==> src/rtl/inv_table_loader.sv <==
// Byte-stream loader for the reciprocal table: packs 5 big-endian bytes per entry and writes DEPTH entries.
// Define TBL_VERIFY_EN to add a read-back check (VRD/VCMP) after every write with sticky error reporting.
module inv_table_loader #(
    parameter int DEPTH  = 1024,
    parameter int ADDR_W = 10,
    parameter int DATA_W = 36
) (
    input  logic              clk,
    input  logic              rstn,
    input  logic              start,
    input  logic [7:0]        in_data,
    input  logic              in_valid,
    output logic              in_ready,
    output logic              tbl_we,
    output logic [ADDR_W-1:0] tbl_addr,
    output logic [DATA_W-1:0] tbl_din,
    input  logic [DATA_W-1:0] tbl_dout,
    output logic              busy,
    output logic              done,
    output logic              error,
    output logic [ADDR_W-1:0] err_addr
);

    localparam logic [ADDR_W-1:0] LAST_ADDR = ADDR_W'(DEPTH - 1);

`ifdef TBL_VERIFY_EN
    typedef enum logic [2:0] {
        S_IDLE, S_RECV, S_WRITE, S_VRD, S_VCMP, S_DONE
    } state_t;
`else
    typedef enum logic [2:0] {
        S_IDLE, S_RECV, S_WRITE, S_DONE
    } state_t;
`endif

    state_t            r_state;
    state_t            w_nextState;
    logic [2:0]        r_byteCnt;
    logic [31:0]       r_shift;
    logic [ADDR_W-1:0] r_addr;
    logic [ADDR_W-1:0] r_tblAddr;
    logic [DATA_W-1:0] r_tblDin;
    logic [39:0]       w_word;
    logic              w_startLoad;
    logic              w_byteTake;
    logic              w_loadWord;
    logic              w_advance;
    logic              w_isLast;
    logic              w_unused;
`ifdef TBL_VERIFY_EN
    logic              w_checkWord;
`endif

    // The fifth byte is taken straight from the input so the word is ready when WRITE begins.
    assign w_word   = {r_shift, in_data};
    assign w_isLast = (r_addr == LAST_ADDR);
    assign tbl_addr = r_tblAddr;
    assign tbl_din  = r_tblDin;
    assign w_unused = ^{w_word, tbl_dout};

    always_ff @(posedge clk) begin
        if (!rstn) begin
            r_state <= S_IDLE;
        end else begin
            r_state <= w_nextState;
        end
    end

    always_comb begin
        w_nextState = r_state;
        in_ready    = 1'b0;
        tbl_we      = 1'b0;
        busy        = 1'b1;
        done        = 1'b0;
        w_startLoad = 1'b0;
        w_byteTake  = 1'b0;
        w_loadWord  = 1'b0;
        w_advance   = 1'b0;
`ifdef TBL_VERIFY_EN
        w_checkWord = 1'b0;
`endif
        case (r_state)
            S_IDLE: begin
                busy = 1'b0;
                if (start) begin
                    w_startLoad = 1'b1;
                    w_nextState = S_RECV;
                end
            end
            S_RECV: begin
                in_ready = 1'b1;
                if (in_valid) begin
                    w_byteTake = 1'b1;
                    if (r_byteCnt == 3'd4) begin
                        w_loadWord  = 1'b1;
                        w_nextState = S_WRITE;
                    end
                end
            end
            S_WRITE: begin
                tbl_we = 1'b1;
`ifdef TBL_VERIFY_EN
                w_nextState = S_VRD;
`else
                w_advance   = 1'b1;
                w_nextState = w_isLast ? S_DONE : S_RECV;
`endif
            end
`ifdef TBL_VERIFY_EN
            S_VRD: begin
                w_nextState = S_VCMP;
            end
            S_VCMP: begin
                w_checkWord = 1'b1;
                w_advance   = 1'b1;
                w_nextState = w_isLast ? S_DONE : S_RECV;
            end
`endif
            S_DONE: begin
                busy        = 1'b0;
                done        = 1'b1;
                w_nextState = S_IDLE;
            end
            default: begin
                w_nextState = S_IDLE;
            end
        endcase
    end

    // The address counter saturates at the last entry so a load can never wrap onto address 0.
    always_ff @(posedge clk) begin
        if (!rstn) begin
            r_byteCnt <= '0;
            r_shift   <= '0;
            r_addr    <= '0;
            r_tblAddr <= '0;
            r_tblDin  <= '0;
        end else begin
            if (w_startLoad) begin
                r_addr    <= '0;
                r_byteCnt <= '0;
            end
            if (w_byteTake) begin
                r_shift   <= {r_shift[23:0], in_data};
                r_byteCnt <= (r_byteCnt == 3'd4) ? 3'd0 : r_byteCnt + 3'd1;
            end
            if (w_loadWord) begin
                r_tblAddr <= r_addr;
                r_tblDin  <= w_word[DATA_W-1:0];
            end
            if (w_advance && !w_isLast) begin
                r_addr <= r_addr + ADDR_W'(1);
            end
        end
    end

`ifdef TBL_VERIFY_EN
    logic              r_error;
    logic [ADDR_W-1:0] r_errAddr;

    // Only the first mismatch of a load is recorded; later ones leave error/err_addr untouched.
    always_ff @(posedge clk) begin
        if (!rstn) begin
            r_error   <= 1'b0;
            r_errAddr <= '0;
        end else if (w_startLoad) begin
            r_error   <= 1'b0;
            r_errAddr <= '0;
        end else if (w_checkWord && !r_error && (tbl_dout != r_tblDin)) begin
            r_error   <= 1'b1;
            r_errAddr <= r_tblAddr;
        end
    end

    assign error    = r_error;
    assign err_addr = r_errAddr;
`else
    assign error    = 1'b0;
    assign err_addr = '0;
`endif

endmodule

==> config.mk <==
export PLATFORM = sky130hd
export DESIGN_NAME = inv_table_loader
export DESIGN_NICKNAME = d
export VERILOG_FILES = /design/src/rtl/inv_table_loader.sv
export SDC_FILE = /design/constraint.sdc
export NUM_CORES = 1
export LEC_CHECK = 0
export ABC_AREA = 1
export BUFFER_PORTS_ARGS = -buffer_cell sky130_fd_sc_hd__buf_4
export CAP_MARGIN = 20
export CORE_UTILIZATION = 50
export CTS_BUF_LIST = sky130_fd_sc_hd__clkbuf_4 sky130_fd_sc_hd__clkbuf_8 sky130_fd_sc_hd__clkbuf_16
export CTS_CLUSTER_DIAMETER = 200
export DETAILED_ROUTE_END_ITERATION = 7
export PLACE_DENSITY = 0.78
export RECOVER_POWER = 50
export SKIP_CTS_REPAIR_TIMING = 1
export SLEW_MARGIN = 20
export SYNTH_ARGS = -nofsm -noshare
export SYNTH_HDL_FRONTEND = slang
export SYNTH_SLANG_ARGS = --single-unit
==> constraint.sdc <==
create_clock -name clk -period 1.6 [get_ports clk]
set_input_delay 0.08 -clock clk [delete_from_list [all_inputs] [get_ports clk]]
set_output_delay 0.08 -clock clk [all_outputs]
set_load 0.02 [all_outputs]
Word level (Yosys, flattened, before mapping)
Index checks and enable logic that the tools add are counted.
{ "totals": {"input_bits": 48, "reg_bits": 90, "output_inout_bits": 61} }
{ "op_classes": {"n_reduce_logical": 7, "n_eq_ne": 8, "add_sub_neg": 2, "muxes": 21} }
{ "op_table": {"columns": ["operator", "count"], "rows": [
  ["10-bit two-way mux", 2],
  ["3-bit two-way mux", 6],
  ["1-bit two-way mux", 11],
  ["10-bit by 1-bit adder with 10-bit output, second input constant", 1],
  ["10-bit == test, second input constant", 1],
  ["3-bit one-hot mux with 3 select lines", 1],
  ["3-bit by 2-bit == test with 1-bit output, second input constant", 2],
  ["2-bit inequality test, second input constant", 3],
  ["2-bit nonzero test", 2],
  ["3-bit by 1-bit adder with 3-bit output, second input constant", 1],
  ["3-bit by 1-bit == test with 1-bit output, second input constant", 1],
  ["3-bit == test, second input constant", 1],
  ["3-bit logical NOT", 1],
  ["3-bit AND reduction", 1],
  ["2-bit two-way mux", 1],
  ["2-bit OR reduction", 1],
  ["1-bit logical AND", 1],
  ["1-bit logical NOT", 1]
]} }

Longest topological paths before layout
{ "depth": {"word_depth": 4, "ltp_mapped": 9} }

Worst setup path after synthesis
Ideal clock, no wire load.
{ "synth_timing": {"path_kind": "register to register", "start": "reg r_state[1]", "end": "reg r_shift[10]", "setup_ns": 0.128, "arrival_time_ns": 1.419, "setup_slack_ns": 0.052, "t_required_ns": 1.472, "path_stages_with_launch": 8, "path_cell_list": "dfxtp_1 inv_1 ha_1 nand2_1 inv_1 buf_4 clkbuf_1 a21oi_1"} }
{ "synth_between": {"elab_chain_cells": 2} }
{ "synth_rtl": {"columns": ["item", "line", "source"], "rows": [
  ["start, declared", "36", "state_t r_state;"],
  ["start signal, assigned", "65", "r_state <= w_nextState;"],
  ["3-bit by 1-bit == test with 1-bit output", "82", "case (r_state)"],
  ["1-bit two-way mux", "82", null],
  ["end signal, assigned", "144", "r_shift <= {r_shift[23:0], in_data};"],
  ["end, declared", "39", "logic [31:0] r_shift;"]
]} }
No other way between the ends.
A chain may end at the register's enable or synchronous reset.

Final worst setup path
{ "layout_timing": {"start": "reg r_state[0]", "end": "out tbl_we"} }
{ "layout_between": {"elab_chain_cells": 2} }
{ "layout_rtl": {"columns": ["item", "line", "source"], "rows": [
  ["3-bit by 2-bit == test with 1-bit output", "82", null],
  ["1-bit two-way mux", "82", null],
  ["end, declared", "14", "output logic tbl_we,"]
]} }
No other way between the ends.

==> impl_metrics.csv <==
group,metric,value,unit
final_layout,nNetsFinal,557,
synthesis,postSynthAreaPerCell,7.964,µm²
detailed_routing,drt-initial-drc-count,168,
detailed_routing,avgViaCountPerCell,5.218,
global_route,grt_pass1_wl,12.10,mm
sta,rsz0062_at_grt,"no",
sta,setup_viol,0,
critical_path,ff2ff_setup_slack,140,ps
critical_path,crit_path_start_kind,"register",
synthesis,synth_cells,438,
sta,post-route-min-period,1496,ps
global_route,grt-ovfl-total,0,
floorplan,ios,109,
critical_path,critPathKind,"register to output port",
clock_network,clock_latency,360,ps
final_layout,final_common_cell,"dfxtp_1",
placed_design,hpwl,4.895,mm
clock_network,clock_path_buffers,2,
critical_path,r2r-start,"r_byteCnt[0]",
power,intPower,3.670,mW
placed_design,place_inst,562,
global_route,grt_pass1_vias,2686,
synthesis,postSynth.asyncResetShare,0,
synthesis,yosysWarnings,0,
power,pwr-share-seq,0.477,
power,power.leakage,1.643,nW
critical_path,rr_endpoint,"tbl_din[17]",
power,switchingPower,1.654,mW
critical_path,crit_arrival,1420,ps
critical_path,critPathCaptureType,"output port",
run,cap_violations,0,
synthesis,synth_cell_types,21,
sta,finalHoldViolCount,0,
placed_design,place_ws,98.15,ps
detailed_routing,ant_nets,0,
clock_network,cts_tree,"yes",
power,peakVddDrop,0.0006365,V
min_path,hp-start,"start",
critical_path,rr_worst_depth,9,
floorplan,start_util,0.5163,
clock_network,cts.clk_slew.worst_paths,90,ps
global_route,grt_usage,0.2093,
sta,finClkSkew,12.95,ps
final_layout,layout_common_cells,"dfxtp_1, o21ai_0, a21oi_1",
global_route,grt_max_degree,57,
detailed_routing,via_count,3063,
min_path,hold_path_class,"input pin to register",
clock_network,cts_buffers,9,
critical_path,critPathMaxFanout,5,
clock_network,clock_sinks,89,
final_layout,layout-drive-gt1-share,0.1085,
synthesis,synth-seq-cells,89,
synthesis,seq_area_frac_synth,0.5108,
final_layout,fin_cells,587,
power,pwr-share-clk,0.304,
sta,slew_violations,0,
min_path,min_to,"r_byteCnt[1]",
floorplan,die_w,85.53,µm
floorplan,die_h,85.53,µm
power,sw_frac_of_total,0.3106,
status,outcome,"finished, final reports clean",
detailed_routing,firstDrtPassIters,4,
sta,tns,0,ps
detailed_routing,wl_per_cell,13.07,µm
power,power_frac_comb,0.219,
placed_design,io_buffers,61,
synthesis,synth_ff_type,"dfxtp_1",
synthesis,synthesis.area,0.003488,mm²
floorplan,dieArea,0.007315,mm²
final_layout,area_delta_synth_final,19.23,%
clock_network,htreeDepth,3,
final_layout,fill_cells,606,
critical_path,required,1520,ps
detailed_routing,drc_errors,0,
sta,layout_setup_ws,103.8,ps
min_path,min_path_cells,4,
final_layout,diodes,0,
clock_network,cts_root_buf,"clkbuf_8",
power,powerDensity,1280,mW/mm²
floorplan,core,0.006756,mm²
global_route,antenna_found_initial,0,
synthesis,synth_edf_count,0,
floorplan,rows,30,
detailed_routing,wl,7.673,mm
sta,finalCritPeriodShare,0.9351,
placed_design,place_congestion,0.8843,
sta,fmax,668.4,MHz
==> stage by stage <==
| stage | hold slack [ps] | utilization | cell area (µm²) | total power [mW] |
|---|---|---|---|---|
| after CTS | -44.53 | 0.6254 | 4225 | 5.259 |
| final | 102.8 | 0.6156 | 4159 | 5.324 |
| after floorplan | 228.2 | - | 3526 | 3.366 |
| after global placement | 333.5 | 0.5937 | 4011 | 3.621 |
| after global routing | 119.9 | 0.6156 | 4159 | 5.607 |
| after detailed placement | 337.0 | 0.5937 | 4011 | 3.663 |
==> Yosys cell counts (2+ instances only) <==
master	count	area share
dfxtp_1	89	0.51
o21ai_0	82	0.12
a21oi_1	81	0.12
inv_1	47	0.051
nand2_1	29	0.031
nor2_1	29	0.031
nand3_1	22	0.032
clkbuf_1	15	0.016
buf_4	12	0.026
buf_2	11	0.016
ha_1	7	0.025
nand4_1	3	0.0054
inv_2	2	0.0022
nand2_2	2	0.0036
==> layout make-up <==
cell class              count  area [µm²]  share of cell area
clock inverters             5       62.56             0.01504
flip-flops and latches     89        1784              0.4290
well taps                  80       100.1             0.02407
inverters                  49       183.9             0.04422
repair buffers             82       524.3              0.1261
clock buffers              11       151.4             0.03640
multi-input cells         271        1353              0.3252
==> worst max-delay path: stages, from the launching register on <==
cell     delay (ps)
dfxtp_1         410
inv_1           110
ha_1            240
buf_4           150
buf_4           150
==> power by group through the flow <==
stage	logic [mW]	clock network [mW]	registers (mW)
global placement	1.05	0	2.57
CTS	1.09	1.64	2.53
finish	1.16	1.62	2.54
floorplan	0.813	0	2.55
global route	1.30	1.73	2.57
detailed placement	1.08	0	2.58
==> per-layer routing <==
layer,global-route usage,wire [µm],vias to the layer above
met2,0.3513,3771,81
met1,0.2577,3415,1420
met5,0,0,-
met4,0.05455,88,0
met3,0.07315,398,9
li1,-,-,1553
==> how the worst max path moves through the flow <==
stage | from | end | slack, ps | depth (start not counted)
3_3_place_gp | r_addr[1] | r_addr[0] | 170 | 8
5_1_grt | r_state[0] | tbl_we | 0.4 | 4
2_1_floorplan | r_state[1] | r_shift[10] | 50 | 7
6_report | r_state[0] | tbl_we | 100 | 4
4_1_cts | r_addr[1] | r_addr[9] | 80 | 8
3_5_place_dp | r_byteCnt[0] | tbl_din[17] | 100 | 9
==> flip-flops by register name (all words and copies together) (netlist names) <==
register,flops
r_byteCnt,3
tbl_din,36
r_shift,28
r_addr,10
tbl_addr,10
r_state,2
==> kinds of logic after synthesis <==
family                     share of synthesized area
AOI/OAI and AO/OA                             0.2360
and+or+nand+nor                               0.1108
xor gates and xnor gates                    0.002511
DFF                                           0.5108
buffers and inverters                         0.1137
adders and majority gates                    0.02511
other                                       0.001075
(Power assumes the default switching activity.)
